### src/rtl/instr_mem_ctrl_if.sv
// Fetch, response and program-load signals between instr_mem_ctrl and its client.
// The client drives the master modport and the memory controller uses the slave modport.
interface instr_mem_ctrl_if #(
    parameter int DATA_W = 16,
    parameter int ADDR_W = 16
);
    logic              fetch_req;
    logic [ADDR_W-1:0] fetch_addr;
    logic              fetch_rdy;
    logic              instr_valid;
    logic [DATA_W-1:0] instr;
    logic              instr_ack;
    logic              addr_fault;
    logic              load_en;
    logic [ADDR_W-1:0] load_addr;
    logic [DATA_W-1:0] load_data;

    modport master (
        output fetch_req, fetch_addr, instr_ack, load_en, load_addr, load_data,
        input  fetch_rdy, instr_valid, instr, addr_fault
    );

    modport slave (
        input  fetch_req, fetch_addr, instr_ack, load_en, load_addr, load_data,
        output fetch_rdy, instr_valid, instr, addr_fault
    );
endinterface

### src/rtl/instr_mem_ctrl.sv
// Instruction store with per-word loaded flags; unloaded/faulted fetches return NOP_WORD.
// Latency: one cycle from accepted fetch to instr_valid; one response per cycle back-to-back.
// Backpressure: fetch_rdy drops while a response is held unacked or a load is strobed.
// Build option: define INSTR_MEM_FAULT_EN to flag out-of-range or odd fetch addresses.
module instr_mem_ctrl #(
    parameter int                DATA_W   = 16,
    parameter int                ADDR_W   = 16,
    parameter int                DEPTH    = 64,
    parameter logic [DATA_W-1:0] NOP_WORD = '0
) (
    input  logic                  clk,
    input  logic                  rst_n,
    instr_mem_ctrl_if.slave       bus
);
    localparam int IDX_W = $clog2(DEPTH);

    localparam logic [0:0] EMPTY = 1'b0;
    localparam logic [0:0] FULL  = 1'b1;

    logic [0:0]        state;
    logic [DATA_W-1:0] instr_q;
    logic              fault_q;

    logic [DATA_W-1:0] mem [DEPTH];
    logic [DEPTH-1:0]  loaded;

    logic [IDX_W-1:0]  fetch_idx;
    logic [IDX_W-1:0]  load_idx;
    logic [ADDR_W-1:0] load_hi;
    logic              load_ok;
    logic              fetch_fault;
    logic              fetch_acc;
    logic              resp_valid;
    logic [DATA_W-1:0] rd_word;

    assign fetch_idx = bus.fetch_addr[IDX_W:1];
    assign load_idx  = bus.load_addr[IDX_W:1];

    // Loads outside the array or on odd bytes are dropped without touching any state.
    assign load_hi = bus.load_addr >> (IDX_W + 1);
    assign load_ok = bus.load_en && !bus.load_addr[0] && (load_hi == '0);

`ifdef INSTR_MEM_FAULT_EN
    logic [ADDR_W-1:0] fetch_hi;
    assign fetch_hi    = bus.fetch_addr >> (IDX_W + 1);
    assign fetch_fault = (fetch_hi != '0) || bus.fetch_addr[0];
`else
    assign fetch_fault = 1'b0;
`endif

    assign resp_valid    = (state == FULL);
    assign bus.fetch_rdy = !bus.load_en && (!resp_valid || bus.instr_ack);
    assign fetch_acc     = bus.fetch_req && bus.fetch_rdy;

    assign rd_word = (!fetch_fault && loaded[fetch_idx]) ? mem[fetch_idx] : NOP_WORD;

    // Data array is left unreset; the cleared loaded flags hide stale contents.
    always_ff @(posedge clk) begin
        if (load_ok) begin
            mem[load_idx] <= bus.load_data;
        end
    end

    always_ff @(posedge clk or negedge rst_n) begin
        if (!rst_n) begin
            loaded <= '0;
        end else if (load_ok) begin
            loaded[load_idx] <= 1'b1;
        end
    end

    always_ff @(posedge clk or negedge rst_n) begin
        if (!rst_n) begin
            state   <= EMPTY;
            instr_q <= NOP_WORD;
            fault_q <= 1'b0;
        end else if (fetch_acc) begin
            state   <= FULL;
            instr_q <= rd_word;
            fault_q <= fetch_fault;
        end else if (resp_valid && bus.instr_ack) begin
            state   <= EMPTY;
        end
    end

    assign bus.instr_valid = resp_valid;
    assign bus.instr       = instr_q;
    assign bus.addr_fault  = fault_q;
endmodule
### src/flat_wrapper.sv
// flat-port wrapper written by rule: the top's interface ports become plain ports
module instr_mem_ctrl_flat 
#(
    parameter int                DATA_W   = 16,
    parameter int                ADDR_W   = 16,
    parameter int                DEPTH    = 64,
    parameter logic [DATA_W-1:0] NOP_WORD = '0
)
  (clk, rst_n, bus_fetch_req, bus_fetch_addr, bus_instr_ack, bus_load_en, bus_load_addr, bus_load_data, bus_fetch_rdy, bus_instr_valid, bus_instr, bus_addr_fault);
  instr_mem_ctrl_if #(.DATA_W(DATA_W), .ADDR_W(ADDR_W)) bus_i ();
  input  logic clk;
  input  logic rst_n;
  input wire logic [$bits(bus_i.fetch_req)-1:0] bus_fetch_req;
  input wire logic [$bits(bus_i.fetch_addr)-1:0] bus_fetch_addr;
  input wire logic [$bits(bus_i.instr_ack)-1:0] bus_instr_ack;
  input wire logic [$bits(bus_i.load_en)-1:0] bus_load_en;
  input wire logic [$bits(bus_i.load_addr)-1:0] bus_load_addr;
  input wire logic [$bits(bus_i.load_data)-1:0] bus_load_data;
  output wire logic [$bits(bus_i.fetch_rdy)-1:0] bus_fetch_rdy;
  output wire logic [$bits(bus_i.instr_valid)-1:0] bus_instr_valid;
  output wire logic [$bits(bus_i.instr)-1:0] bus_instr;
  output wire logic [$bits(bus_i.addr_fault)-1:0] bus_addr_fault;
  assign bus_i.fetch_req = bus_fetch_req;
  assign bus_i.fetch_addr = bus_fetch_addr;
  assign bus_i.instr_ack = bus_instr_ack;
  assign bus_i.load_en = bus_load_en;
  assign bus_i.load_addr = bus_load_addr;
  assign bus_i.load_data = bus_load_data;
  assign bus_fetch_rdy = bus_i.fetch_rdy;
  assign bus_instr_valid = bus_i.instr_valid;
  assign bus_instr = bus_i.instr;
  assign bus_addr_fault = bus_i.addr_fault;
  instr_mem_ctrl #(.DATA_W(DATA_W), .ADDR_W(ADDR_W), .DEPTH(DEPTH), .NOP_WORD(NOP_WORD)) u_core (.clk(clk), .rst_n(rst_n), .bus(bus_i));
endmodule
### config.mk
export PLATFORM = sky130hd
export DESIGN_NAME = instr_mem_ctrl_flat
export DESIGN_NICKNAME = d
export VERILOG_FILES = /design/src/rtl/instr_mem_ctrl_if.sv /design/src/rtl/instr_mem_ctrl.sv /design/src/flat_wrapper.sv
export SDC_FILE = /design/constraint.sdc
export NUM_CORES = 1
export LEC_CHECK = 0
export ABC_AREA = 0
export BUFFER_PORTS_ARGS = -buffer_cell sky130_fd_sc_hd__buf_4
export CAP_MARGIN = 40
export CORE_MARGIN = 2
export CORE_UTILIZATION = 62
export DETAILED_ROUTE_END_ITERATION = 8
export GPL_ROUTABILITY_DRIVEN = 0
export PLACE_DENSITY = 0.86
export SLEW_MARGIN = 20
export SYNTH_ARGS = -nofsm -noshare
export SYNTH_HDL_FRONTEND = slang
export SYNTH_SLANG_ARGS = --single-unit
### constraint.sdc
create_clock -name clk -period 2.6 [get_ports clk]
set_input_delay 0.13 -clock clk [delete_from_list [all_inputs] [get_ports clk]]
set_output_delay 0.13 -clock clk [all_outputs]
set_load 0.02 [all_outputs]
==> out/results.md <==
• **worst path cell trace** mux4_2, a22oi_1, a21oi_1, o311ai_0, o21ai_2
• **crit start category** flop
• **Port-buffer cells** 60
• **most frequent cell after synthesis** edfxtp_1
• **number of hold violations in the final report** 0
• **Skew-Pair Late Insertion Delay** 0.67 ns
• **Critical Path AT** 2.84 ns
• **number of instances resized during post-cts repair** 0
• **min-delay worst type** in -> async
• **Peak Freq** 0.434 GHz
• **footprint of the flip-flops and latches** 0.0328 mm^2
• **power share of the clock group** 40.7%
• **internal power** 28.3 mW
• **Die Outline Area** 0.0705 mm^2
• **worst setup path class** reg -> reg
• **combinational group share of total power** 5.2%
• **maximum number of pins on one net before global-route repair** 65
• **register area share after synthesis** 77.3%
• **fraction of synthesized cell area taken by the top area cell type** 72.5%
• **GR Overflow Total** 0
• **Top Ports** 72
• **setup slack of the critical path after layout** 0.295 ns
• **number of nets produced by synthesis** 2021
• **maximum fanout count along the critical path** 1
• **clock buffer count from CTS** 102
• **Final Slew Violations** 0
• **kind of capture point of the worst setup path** flop
• **Setup Viol. Count Final** 0
• **Crit path required time** 3.14 ns
• **unrepaired setup endpoints after global routing** false
• **delay of the slowest cell on the worst path** 0.59 ns
• **number of iterations in the first detailed-routing pass** 8
• **clock tree buffer depth** 3
• **Post-Syn Instances** 1968
• **Period minus WS final** 2.31 ns
• **master cell of the clock root buffer** clkbuf_16
• **fraction of final layout cells sized beyond drive strength 1** 29.2%
• **Die Wd** 266 um
• **post-detailed-placement half-perimeter wirelength** 59100 um
• **Worst Clk Skew** 0.0258 ns
• **Top FF cell, synth** edfxtp_1
• **mean instance size in the synthesized netlist** 21.6 um^2
• **number of synthesized register bits** 1105
• **effective utilization at floorplan** 62.9%
• **remaining number of nets flagged by the antenna check after routing** 0
• **largest cells by area after synthesis** edfxtp_1 (72%), mux4_2 (14%), dfrtp_1 (4.8%)
• **count of antenna diodes in the layout** 0
• **vias in the first global route** 23.1k
• **sequential share of power** 54.0%
• **final critical-path share of the clock period** 88.7%
• **sum of negative setup slack** 0 ns
• **total via count after detailed routing** 22.4k
• **worst slew pin tran** 0.915 ns
• **cell accounting for the most synthesized area** edfxtp_1
• **detailed-route DRC error count** 0
• **average wire per cell in the routed design** 34.5 um
• **global router's overall resource usage** 31.5%
• **Sw Ratio** 21.4%
• **first-pass GRT wire length** 157000 um
• **area growth from synthesis to layout** 13.5%
• **violation count after the first detailed-route iteration** 3361
• **via count normalized by instance count** 7.17
• **number of antenna violations at the first check in global routing** 5
• **slew margin rel.** 39.0%
• **Layout fillers** 3526
• **Max VDD drop** 0.000561 V
• **# rows** 95
• **area of the placeable core** 0.0674 mm^2
• **yosys warns** 0
• **kind of cell adding the most delay to the critical path** compound AO/OA/AOI/OAI gates
• **CTS sink cnt** 1105
• **count of max-cap constraint violations** 0
• **critical path buffer and inverter count** 0
• **DP Worst Slack** 0.0465 ns
• **number of flops mapped to enable cells by yosys** 1024
• **status** finished clean
• **netlist area before placement** 0.0424 mm^2
• **vertical die dimension** 266 um
• **number of levels in the clock H-tree** 3
• **Leak** 15.7 nW
• **multi-input gate area in the final layout** 0.00899 mm^2
• **detailed-route wire length** 108000 um
• **clock-pin transition on the worst setup and hold timing paths** 0.06 ns
• **slowest library cell on the worst path** o311ai_0
• **Yosys cell types** 42
• **net switching power of the design** 7.72 mW
• **CTS tree** done
• **fraction of synthesis flops using an asynchronous set or reset pin** 7.33%
• **top cell types by occurrence after synthesis** edfxtp_1 (1024), mux4_2 (268), a22oi_1 (106)
• **power per standard cell area** 749 mW/mm^2
• **count of nets after finishing** 2227
• **post-route core utilization** 71.4%
## power groups by stage
stage | Combinational (mW) | Sequential [mW] | Clock (mW)
3_3_place_gp | 1.73 | 19.9 | 0
3_5_place_dp | 1.81 | 19.9 | 0
5_1_grt | 1.96 | 19.5 | 15.3
4_1_cts | 1.86 | 19.5 | 14.7
6_report | 1.89 | 19.5 | 14.7
2_1_floorplan | 0.904 | 19.9 | 0
## flip-flops by register name (all words and copies together) (netlist names)
register	count
u_core.mem	1024
u_core.loaded	64
u_core.bus.instr_valid	1
u_core.bus.instr	16
## placed cells by master (no fill, tap or decap), types with 3 or more instances in the layout
master	count
edfxtp_1	1024
mux4_2	268
buf_4	193
a22oi_1	106
clkbuf_16	106
dfrtp_1	81
nor2_1	71
nand2_1	69
o21bai_1	64
a21oi_1	44
nand3_1	27
clkinv_2	26
buf_12	23
clkbuf_1	19
clkinv_1	18
o21ai_0	11
a211oi_1	10
dlygate4sd3_1	8
bufinv_16	7
o21ai_2	6
o31ai_1	6
clkinvlp_4	6
o311ai_1	5
inv_1	4
nor2b_1	4
nand2b_1	4
mux2i_1	4
o31ai_4	4
nand3b_1	3
mux4_1	3
## path summary, 6_finish.rpt
kind | startpoint | endpoint | slack (ns) | cells after the start
hold / removal | rst_n | u_core.loaded[4] | 0.02 | 2
setup reg to reg | u_core.mem[6][7] | u_core.bus.instr[7] | 0.29 | 5
setup / recovery | u_core.mem[6][7] | u_core.bus.instr[7] | 0.29 | 5
min in group clk | bus_load_data[15] | u_core.mem[32][15] | 0.04 | 1
max in group asynchronous | rst_n | u_core.bus.instr[5] | 1.95 | 3
hold reg to reg | u_core.loaded[46] | u_core.loaded[46] | 0.47 | 1
## metal layers
| layer | vias to the layer above | share of wire, % | global-route usage [%] |
|---|---|---|---|
| met2 | 1923 | 49 | 51.3 |
| met5 | - | 0.067 | 0 |
| met1 | 11482 | 33 | 40.3 |
| met4 | 10 | 5.6 | 16.2 |
| met3 | 408 | 12 | 7.41 |
| li1 | 8622 | - | - |
## per-stage QoR
stage          std cells  hold WS [ns]  power (mW)  instance area, um^2
4_1_cts             3131        0.0193        36.1                48100
6_report            3131        0.0224        36.1                48100
2_1_floorplan       1968        -0.166        20.8                42400
5_1_grt             3131        0.0506        36.8                48100
3_5_place_dp        2935         0.172        21.7                44800
3_3_place_gp        2934         0.345        21.6                44800
## kinds of logic (layout without fill, tap and decap cells)
| family | after synthesis | count (layout) | synth area share [%] |
|---|---|---|---|
| flip-flops | 1105 | 1105 | 77.3 |
| multiplexers | 277 | 277 | 14.6 |
| AO/OA/AOI/OAI | 266 | 266 | 4.62 |
| AND/OR/NAND/NOR | 191 | 191 | 1.93 |
| buffers and inverters | 128 | 418 | 1.60 |
| other | 1 | 1 | 0.00884 |
## worst register-to-register path, stage by stage, from the launching register on
cell and delay (ns):
edfxtp_1 0.40, mux4_2 0.49, a22oi_1 0.35, a21oi_1 0.27, o311ai_0 0.60, o21ai_2 0.09
## final cells by class
class | instances | share of cell area (%)
inverter | 4 | 0.0312
timing repair buffer | 226 | 4.20
sequential | 1105 | 68.1
tap | 873 | 2.27
clock inverter | 61 | 1.02
clock buffer | 127 | 5.72
multi-input combinational | 735 | 18.7
## what timing repair did
item,4_1_cts,5_1_grt
setup buffers,0,0
hold buffers,8,0
hold endpoints to repair,93,0
(Power assumes the default switching activity.)
